`src/rtl/dragon_segment_reader_pkg.sv`:
```
// -----------------------------------------------------------------------------
// dragon_segment_reader_pkg
// Shared definitions for the dragon segment reader:
//   - default body size (segment count) and segment word width
//   - field layout of one segment word: [9:8] orientation, [7:4] X, [3:0] Y
//   - orientation encodings and the reader FSM state encoding
// -----------------------------------------------------------------------------
package dragon_segment_reader_pkg;

  localparam int NUM_SEG_DEF = 7;
  localparam int SEG_W_DEF   = 10;

  localparam int ORIENT_LSB = 8;
  localparam int ORIENT_W   = 2;
  localparam int X_LSB      = 4;
  localparam int X_W        = 4;
  localparam int Y_LSB      = 0;
  localparam int Y_W        = 4;

  typedef enum logic [1:0] {
    ORIENT_UP    = 2'b00,
    ORIENT_RIGHT = 2'b01,
    ORIENT_DOWN  = 2'b10,
    ORIENT_LEFT  = 2'b11
  } orient_e;

  typedef enum logic [1:0] {
    ST_IDLE = 2'b00,
    ST_SCAN = 2'b01,
    ST_RESP = 2'b10
  } state_e;

endpackage

```
`src/rtl/dragon_seg_compare.sv`:
```
// -----------------------------------------------------------------------------
// dragon_seg_compare
// Combinational decode of one segment word against a tile query.
// Ports:
//   seg_word  in  SEG_W  packed segment word (orientation, X, Y)
//   enable    in  1      display enable bit for this segment
//   query_x   in  4      queried tile column
//   query_y   in  4      queried tile row
//   match     out 1      segment is visible and sits on the queried tile
//   orient    out 2      orientation field of the segment word
// -----------------------------------------------------------------------------
module dragon_seg_compare
  import dragon_segment_reader_pkg::*;
#(
  parameter int SEG_W = SEG_W_DEF
) (
  input  logic [SEG_W-1:0]    seg_word,
  input  logic                enable,
  input  logic [X_W-1:0]      query_x,
  input  logic [Y_W-1:0]      query_y,
  output logic                match,
  output logic [ORIENT_W-1:0] orient
);

  logic [X_W-1:0] seg_x;
  logic [Y_W-1:0] seg_y;

  assign seg_x  = seg_word[X_LSB +: X_W];
  assign seg_y  = seg_word[Y_LSB +: Y_W];
  assign orient = seg_word[ORIENT_LSB +: ORIENT_W];
  assign match  = enable && (seg_x == query_x) && (seg_y == query_y);

endmodule

```
`src/rtl/dragon_segment_reader.sv`:
```
// -----------------------------------------------------------------------------
// dragon_segment_reader
// Answers "which visible body segment occupies tile (x,y)?" queries. A query
// snapshots the segment bus and enables, then scans one segment per cycle and
// returns hit / lowest matching index / its orientation / match count.
// Ports:
//   clk          in   1              clock, rising edge
//   reset        in   1              asynchronous reset, active low
//   seg_bus      in   NUM_SEG*SEG_W  packed segment words, segment 0 = head
//   display_en   in   NUM_SEG        per-segment visibility
//   query_valid  in   1              query request
//   query_ready  out  1              query accepted this cycle (IDLE only)
//   query_x/y    in   4              queried tile
//   resp_valid   out  1              response fields valid
//   resp_ready   in   1              consumer takes the response
//   resp_hit     out  1              at least one visible match
//   resp_index   out  3              lowest matching segment index
//   resp_orient  out  2              orientation of that segment
//   resp_count   out  3              number of matches, saturating at 7
//
// state | meaning
// ------+-------------------------------------------------------------------
// IDLE  | query_ready high, waiting for a query
// SCAN  | walking the snapshot, one segment per cycle, then publishing
// RESP  | resp_valid high, outputs frozen until resp_ready
// -----------------------------------------------------------------------------
module dragon_segment_reader
  import dragon_segment_reader_pkg::*;
#(
  parameter int NUM_SEG = NUM_SEG_DEF,
  parameter int SEG_W   = SEG_W_DEF
) (
  input  logic                     clk,
  input  logic                     reset,
  input  logic [NUM_SEG*SEG_W-1:0] seg_bus,
  input  logic [NUM_SEG-1:0]       display_en,
  input  logic                     query_valid,
  output logic                     query_ready,
  input  logic [3:0]               query_x,
  input  logic [3:0]               query_y,
  output logic                     resp_valid,
  input  logic                     resp_ready,
  output logic                     resp_hit,
  output logic [2:0]               resp_index,
  output logic [1:0]               resp_orient,
  output logic [2:0]               resp_count
);

  // Index must reach NUM_SEG: that extra step is the publish cycle, which
  // gives the fixed NUM_SEG+1 edge latency from accept to resp_valid.
  localparam int IDX_W = $clog2(NUM_SEG + 1);
  localparam logic [IDX_W-1:0] PUBLISH_IDX = IDX_W'(NUM_SEG);

  state_e                   state;
  logic [IDX_W-1:0]         scan_idx;
  logic [NUM_SEG*SEG_W-1:0] seg_snap;
  logic [NUM_SEG-1:0]       en_snap;
  logic [3:0]               qx_snap;
  logic [3:0]               qy_snap;

  logic                     acc_hit;
  logic [2:0]               acc_index;
  logic [1:0]               acc_orient;
  logic [2:0]               acc_count;

  logic [SEG_W-1:0]         cur_word;
  logic                     cur_en;
  logic                     cur_match;
  logic [1:0]               cur_orient;

  // Out-of-range index (publish cycle) selects a disabled null segment.
  always_comb begin
    cur_word = '0;
    cur_en   = 1'b0;
    for (int i = 0; i < NUM_SEG; i++) begin
      if (scan_idx == IDX_W'(i)) begin
        cur_word = seg_snap[i*SEG_W +: SEG_W];
        cur_en   = en_snap[i];
      end
    end
  end

  dragon_seg_compare #(
    .SEG_W (SEG_W)
  ) u_compare (
    .seg_word (cur_word),
    .enable   (cur_en),
    .query_x  (qx_snap),
    .query_y  (qy_snap),
    .match    (cur_match),
    .orient   (cur_orient)
  );

  always_ff @(posedge clk or negedge reset) begin
    if (!reset) begin
      state       <= ST_IDLE;
      scan_idx    <= '0;
      seg_snap    <= '0;
      en_snap     <= '0;
      qx_snap     <= '0;
      qy_snap     <= '0;
      acc_hit     <= 1'b0;
      acc_index   <= '0;
      acc_orient  <= ORIENT_UP;
      acc_count   <= '0;
      query_ready <= 1'b1;
      resp_valid  <= 1'b0;
      resp_hit    <= 1'b0;
      resp_index  <= '0;
      resp_orient <= ORIENT_UP;
      resp_count  <= '0;
    end else begin
      case (state)
        ST_IDLE: begin
          if (query_valid && query_ready) begin
            seg_snap    <= seg_bus;
            en_snap     <= display_en;
            qx_snap     <= query_x;
            qy_snap     <= query_y;
            scan_idx    <= '0;
            acc_hit     <= 1'b0;
            acc_index   <= '0;
            acc_orient  <= ORIENT_UP;
            acc_count   <= '0;
            query_ready <= 1'b0;
            state       <= ST_SCAN;
          end
        end
        ST_SCAN: begin
          if (scan_idx == PUBLISH_IDX) begin
            resp_hit    <= acc_hit;
            resp_index  <= acc_index;
            resp_orient <= acc_orient;
            resp_count  <= acc_count;
            resp_valid  <= 1'b1;
            state       <= ST_RESP;
          end else begin
            if (cur_match) begin
              // Only the first match names the segment; later ones just count.
              if (!acc_hit) begin
                acc_hit    <= 1'b1;
                acc_index  <= 3'(scan_idx);
                acc_orient <= cur_orient;
              end
              if (acc_count != 3'd7) begin
                acc_count <= acc_count + 3'd1;
              end
            end
            scan_idx <= scan_idx + IDX_W'(1);
          end
        end
        ST_RESP: begin
          // query_ready rises only after this edge, so no accept can
          // coincide with the response handshake.
          if (resp_ready) begin
            resp_valid  <= 1'b0;
            query_ready <= 1'b1;
            state       <= ST_IDLE;
          end
        end
        default: begin
          state <= ST_IDLE;
        end
      endcase
    end
  end

endmodule

```
`config.mk`:
```
export PLATFORM = sky130hd
export DESIGN_NAME = dragon_segment_reader
export DESIGN_NICKNAME = d
export VERILOG_FILES = /design/src/rtl/dragon_segment_reader_pkg.sv /design/src/rtl/dragon_seg_compare.sv /design/src/rtl/dragon_segment_reader.sv
export SDC_FILE = /design/constraint.sdc
export NUM_CORES = 1
export LEC_CHECK = 0
export ABC_CLOCK_PERIOD_IN_PS = 2600
export CORE_UTILIZATION = 35
export DETAILED_ROUTE_END_ITERATION = 8
export GPL_TIMING_DRIVEN = 0
export HOLD_SLACK_MARGIN = 0.02
export PLACE_DENSITY = 0.7
export SLEW_MARGIN = 20
export SYNTH_ARGS = -nofsm -noshare
export SYNTH_HDL_FRONTEND = slang
export SYNTH_HIERARCHICAL = 1
export SYNTH_SLANG_ARGS = --single-unit
```
`constraint.sdc`:
```
create_clock -name clk -period 2.6 [get_ports clk]
set_clock_uncertainty 0.1 [all_clocks]
set_input_delay 0.26 -clock clk [delete_from_list [all_inputs] [get_ports clk]]
set_output_delay 0.26 -clock clk [all_outputs]
set_load 0.03 [all_outputs]
```
* Word-level counts from Yosys, hierarchy flattened *
Cells that the tools add are included.

cells by class
  mux-type cells = 43
  equality and inequality tests = 19
  reduce and logical (&&, ||, !) cells = 17
  add/sub/neg operators = 2

operators with widths
  kind                 count
  $mux 10              7
  $mux 3               8
  $pmux 3 s2           3
  $mux 2               7
  $ne 2x2->1 const B   7
  $mux 1               13
  $eq 3x3->1 const B   4
  $reduce_and 3->1     4
  $reduce_and 5->1     2
  $eq 4x4->1           2
  $add 3x1->3 const B  2
  $eq 3x2->1 const B   2
  $pmux 1 s2           3
  $pmux 2 s3           1
  $reduce_bool 2->1    3
  $pmux 2 s2           1
  $reduce_and 2->1     2
  $reduce_and 4->1     1
  $eq 3x1->1 const B   1
  $logic_and 1x1->1    3
  $logic_not 3->1      1
  $ne 3x3->1 const B   1
  $eq 2x1->1 const B   1
  $eq 2x2->1 const B   1
  $logic_not 2->1      1

storage, ports and cells
  word-level logic and storage cells = 97
  register bits = 110
  bits of input ports = 89

* Logic depth before layout (Yosys ltp) *
  depth after elaboration = 14
  gate-level depth with buffers = 13
  mapped depth without buffers = 12

* Modules after synthesis *
The synthesis kept the hierarchy.

modules (own cells, without submodules)
  module                 times used  area an instance (um^2)  cells each
  dragon_segment_reader  1           5122.4                   388
  dragon_seg_compare     1           110.1                    14

* Worst setup path after synthesis *
Ideal clock, no wire load.

  path type = reg-to-reg
  from = register scan_idx[2]
  to = register acc_count[0]
  data arrival time = 2713 ps
  slack = -279 ps
  clock period less this slack = 2879 ps
  data required time = 2434 ps
  cell stages (with the launch flop) = 13
  path buffers = 1
  path through = dfrtp_1 -> clkbuf_1 -> inv_1 -> ha_1 -> nor2_1 -> o21ai_0 -> o21ai_0 -> a22o_1 -> xnor2_1 -> nand3_1 -> nor3_2 -> nor4b_1 -> mux2_2

between the ends
  cells in the longest elaborated chain, start to end = 13
  elaborated cells between the ends (all ways) = 29

ends and longest elaborated chain
  element                             line                          RTL
  from (decl)                         dragon_segment_reader.sv:55   logic [IDX_W-1:0] scan_idx;
  from (signal assigned)              dragon_segment_reader.sv:149  scan_idx <= scan_idx + IDX_W'(1);
  $logic_not 3->1                     dragon_segment_reader.sv:76   if (scan_idx == IDX_W'(i)) begin
  $mux 10 (6 in a row)                dragon_segment_reader.sv:76
  $mux 10 (*)                         dragon_segment_reader.sv:76
  via cur_word[5]                     dragon_segment_reader.sv:66   logic [SEG_W-1:0] cur_word;
  $eq 4x4->1 (*)                      dragon_seg_compare.sv:31      assign match = enable && (seg_x == query_x) && (seg_y == query_y);
  $logic_and 1x1->1 (*) (2 in a row)  dragon_seg_compare.sv:31
  via cur_match                       dragon_segment_reader.sv:68   logic cur_match;
  $ne 2x2->1 (no line) (*)            -
  $reduce_and 5->1 (no line) (*)      -
  to (signal assigned)                dragon_segment_reader.sv:146  acc_count <= acc_count + 3'd1;
  to (decl)                           dragon_segment_reader.sv:64   logic [2:0] acc_count;

The timed path passes the listed nets; every way through them passes the cells marked *.
A chain may end at the register's enable or synchronous reset.

* Worst setup path in the final report *
  from = register scan_idx[1]
  to = register acc_count[0]

Same word-level chain as after synthesis.

==> impl_metrics.tcl <==
set metrics [dict create \
    grt-ovfl-total 0 \
    area_delta_synth_final_pct 39.1 \
    peakVddDrop_mv 0.461 \
    yosysTopAreaCell "dfrtp_1" \
    setup_ws_ns -0.377 \
    r2r_cells 13 \
    finalNetCount 627 \
    fin_crit_sh_pct 114 \
    period_minus_slack_ns 2.98 \
    cts_buffers 9 \
    place_ws_ns -0.770 \
    ys.warnings.count 6 \
    switching_share_pct 35.3 \
    netlist_top_cells_count "dfrtp_1 (109), mux2_2 (56), o21ai_0 (42), mux2_4 (39), nand2_1 (18)" \
    ant_nets 0 \
    io_pins 100 \
    htree_levels 3 \
    yosysMostFrequentCell "dfrtp_1" \
    p_leak_nw 3.13 \
    r2r_slack_ns -0.38 \
    place_inst 686 \
    synthFlopType "dfrtp_1" \
    io_buffers 99 \
    fin_cells 719 \
    worstSetupEndpointType "flop" \
    clock_latency_ns 0.35 \
    rsz0062_at_grt "yes" \
    yosys.cell_types.count 36 \
    gp_congestion 0.845 \
    worst_slew_pin_slew_ns 0.554 \
    p_int_mw 4.92 \
    die_h_um 124 \
    die_area_sq_mm 0.0154 \
    routedWlPerCell_um 19.0 \
    core_sq_mm 0.0145 \
    required_ns 2.74 \
    diodes 0 \
    clk_pin_slew_ns 0.07 \
    crit_slowest_cell "dfrtp_1" \
    totalWireLength_mm 13.6 \
    max-clock-path-buffers 2 \
    yosysSeqAreaShare_pct 52.6 \
    drt-pass1-iter-count 5 \
    cap_violations 0 \
    synth.top_cell.area_share_pct 52.1 \
    max_stage_delay_ns 0.41 \
    worstPathCellList "inv_2 -> ha_4 -> nor2b_4 -> buf_6 -> a221oi_4 -> o21ai_2 -> a22o_1 -> xnor2_1 -> nand4_1 -> nor3_4 -> nor2b_2 -> o21ai_2 -> mux2_4" \
    syn_inst 402 \
    syn_nets 499 \
    r2r-end "acc_count[0]" \
    finalHoldViolCount 0 \
    grt_pass1_vias 4053 \
    crit_start "scan_idx[1]" \
    pwr-share-comb_pct 46.4 \
    globalRouteTotalUtil_pct 18.3 \
    drt-vias-per-instance 5.14 \
    seqPwrFrac_pct 36.8 \
    p_clk_share_pct 16.8 \
    rows 44 \
    final-setup-viol-count 9 \
    violations "negative setup slack" \
    p_per_area_mw_per_mm2 1040 \
    cp_common_cell "o21ai_2" \
    worstSetupPathType "reg -> reg" \
    die_w_um 124 \
    clkSinkCount 110 \
    fmax_mhz 336 \
    netlist_area_sq_mm 0.00523 \
    drc 0 \
    hold_path.class "in -> async" \
    drive_gt1_share_pct 37.2 \
    dr_total_vias 3697 \
    crit_path_max_fanout 5 \
    p_sw_mw 2.68 \
    drtIter0Drc 247 \
    root_buffer "clkbuf_16" \
    antenna_found_initial 0 \
    dp.final_hpwl_mm 9.86 \
    fin_tns_setup_ns -2.78 \
    start_util_pct 36.0 \
    p_total_mw 7.61 \
    synth_edf_count 0 \
    synth-seq-cells 110 \
    synthArstFlopShare_pct 100 \
    final_max_slew_viol_count 0 \
    cp.arrival_ns 3.11 \
    cp-start-kind "flop" \
    worstReg2RegStart "scan_idx[1]" \
    grt_max_degree 57 \
    avgSynthCellArea_sq_um 13.0 \
    synth.area.top_cells "dfrtp_1 (52%), mux2_2 (12%), mux2_4 (11%)" \
    outcome "finished, violations left" \
    cts_tree "yes" \
    slew-limit-headroom_pct 63.0 \
    grt_pass1_wl_mm 21.7 \
]
==> area by class of cell <==
cell class / count / area [sq um]
fillers: 1278 / 7250
multi-input cells: 258 / 2580
well taps: 184 / 230
clock buffers: 11 / 233
repair buffers: 117 / 1180
plain buffers: 26 / 233
flip-flops and latches: 110 / 2760
clock inverters: 5 / 35.0
inverters: 8 / 33.8
==> critical path, delay by kind of cell (launching register included) <==
family | cells | cell delay (ns)
mux | 1 | 0.26
fa+ha+maj | 1 | 0.18
xor+xnor | 1 | 0.16
buf+inv | 2 | 0.23
flops | 1 | 0.41
simple gates | 4 | 0.81
compound gates | 4 | 0.69
==> registers in the layout, indices dropped and copies added, names as in the netlist <==
name         cells
acc_hit          1
resp_valid       1
acc_count        3
resp_orient      2
seg_snap        70
en_snap          7
resp_index       3
qy_snap          4
state            2
qx_snap          4
resp_hit         1
query_ready      1
scan_idx         3
resp_count       3
acc_orient       2
acc_index        3
==> routing by layer <==
| layer | vias up | global-route usage, % | routed length [um] |
|---|---|---|---|
| met5 | - | 0 | 0 |
| met4 | 0 | 5.53 | 234 |
| met3 | 14 | 4.21 | 634 |
| met2 | 106 | 30.0 | 6700 |
| met1 | 1862 | 23.9 | 6080 |
| li1 | 1715 | - | - |
==> cell families (layout without fill, tap and decap cells) <==
family	after synthesis	count (layout)	synth area share [%]
AO/OA/AOI/OAI	96	96	12.1
multiplexers	95	95	23.2
adder cells (fa/ha/maj)	8	8	1.91
buffers and inverters	34	167	3.51
flip-flops	110	110	52.6
AND/OR/NAND/NOR	51	51	5.31
XOR/XNOR	8	8	1.34
==> layout by cell type, fill, tap and decap left out, drive strengths merged, types with 3 or more instances in the layout <==
cell type      count
clkinv             3
buf               36
a22o              12
a21oi              7
ha                 8
dfrtp            109
clkdlybuf4s50     98
nand2             18
a22oi             16
inv                8
mux2              95
nor2               6
xnor2              8
clkbuf            19
o2bb2ai            5
o21ai             44
a221oi            10
nor2b             15
==> through the flow <==
stage | util, % | hold slack (ns) | cell area [sq um]
6_report | 50.1 | 0.337 | 7280
5_1_grt | 50.1 | 0.395 | 7280
4_1_cts | 49.0 | 0.362 | 7130
3_5_place_dp | 45.2 | 0.164 | 6570
3_3_place_gp | 45.0 | 0.389 | 6540
2_1_floorplan | - | -0.136 | 5320
==> repair_timing <==
item | CTS | global route
pin swaps | 16 | 13
gates resized for setup | 61 | 19
hold buffers | 1 | 0
hold endpoints to repair | 55 | 0
buffers inserted | 7 | 7
gates cloned | 1 | 1
endpoints found under the setup margin | 9 | 9
==> worst max-delay path by stage <==
stage	endpoint	slack [ns]
2_1_floorplan	acc_count[0]	-0.03
3_3_place_gp	scan_idx[2]	-3.22
3_5_place_dp	acc_count[0]	-0.77
4_1_cts	acc_count[0]	-0.35
5_1_grt	acc_orient[1]	-0.52
6_report	acc_count[0]	-0.38
==> power by group through the flow <==
stage | clock [mW] | combinational, mW | sequential [mW]
3_5_place_dp | 0 | 2.69 | 2.77
2_1_floorplan | 0 | 1.99 | 2.63
6_report | 1.27 | 3.53 | 2.80
4_1_cts | 1.31 | 3.22 | 2.78
3_3_place_gp | 0 | 2.61 | 2.75
5_1_grt | 1.38 | 3.78 | 2.88
No activity file was read; power rests on OpenSTA's default activity.
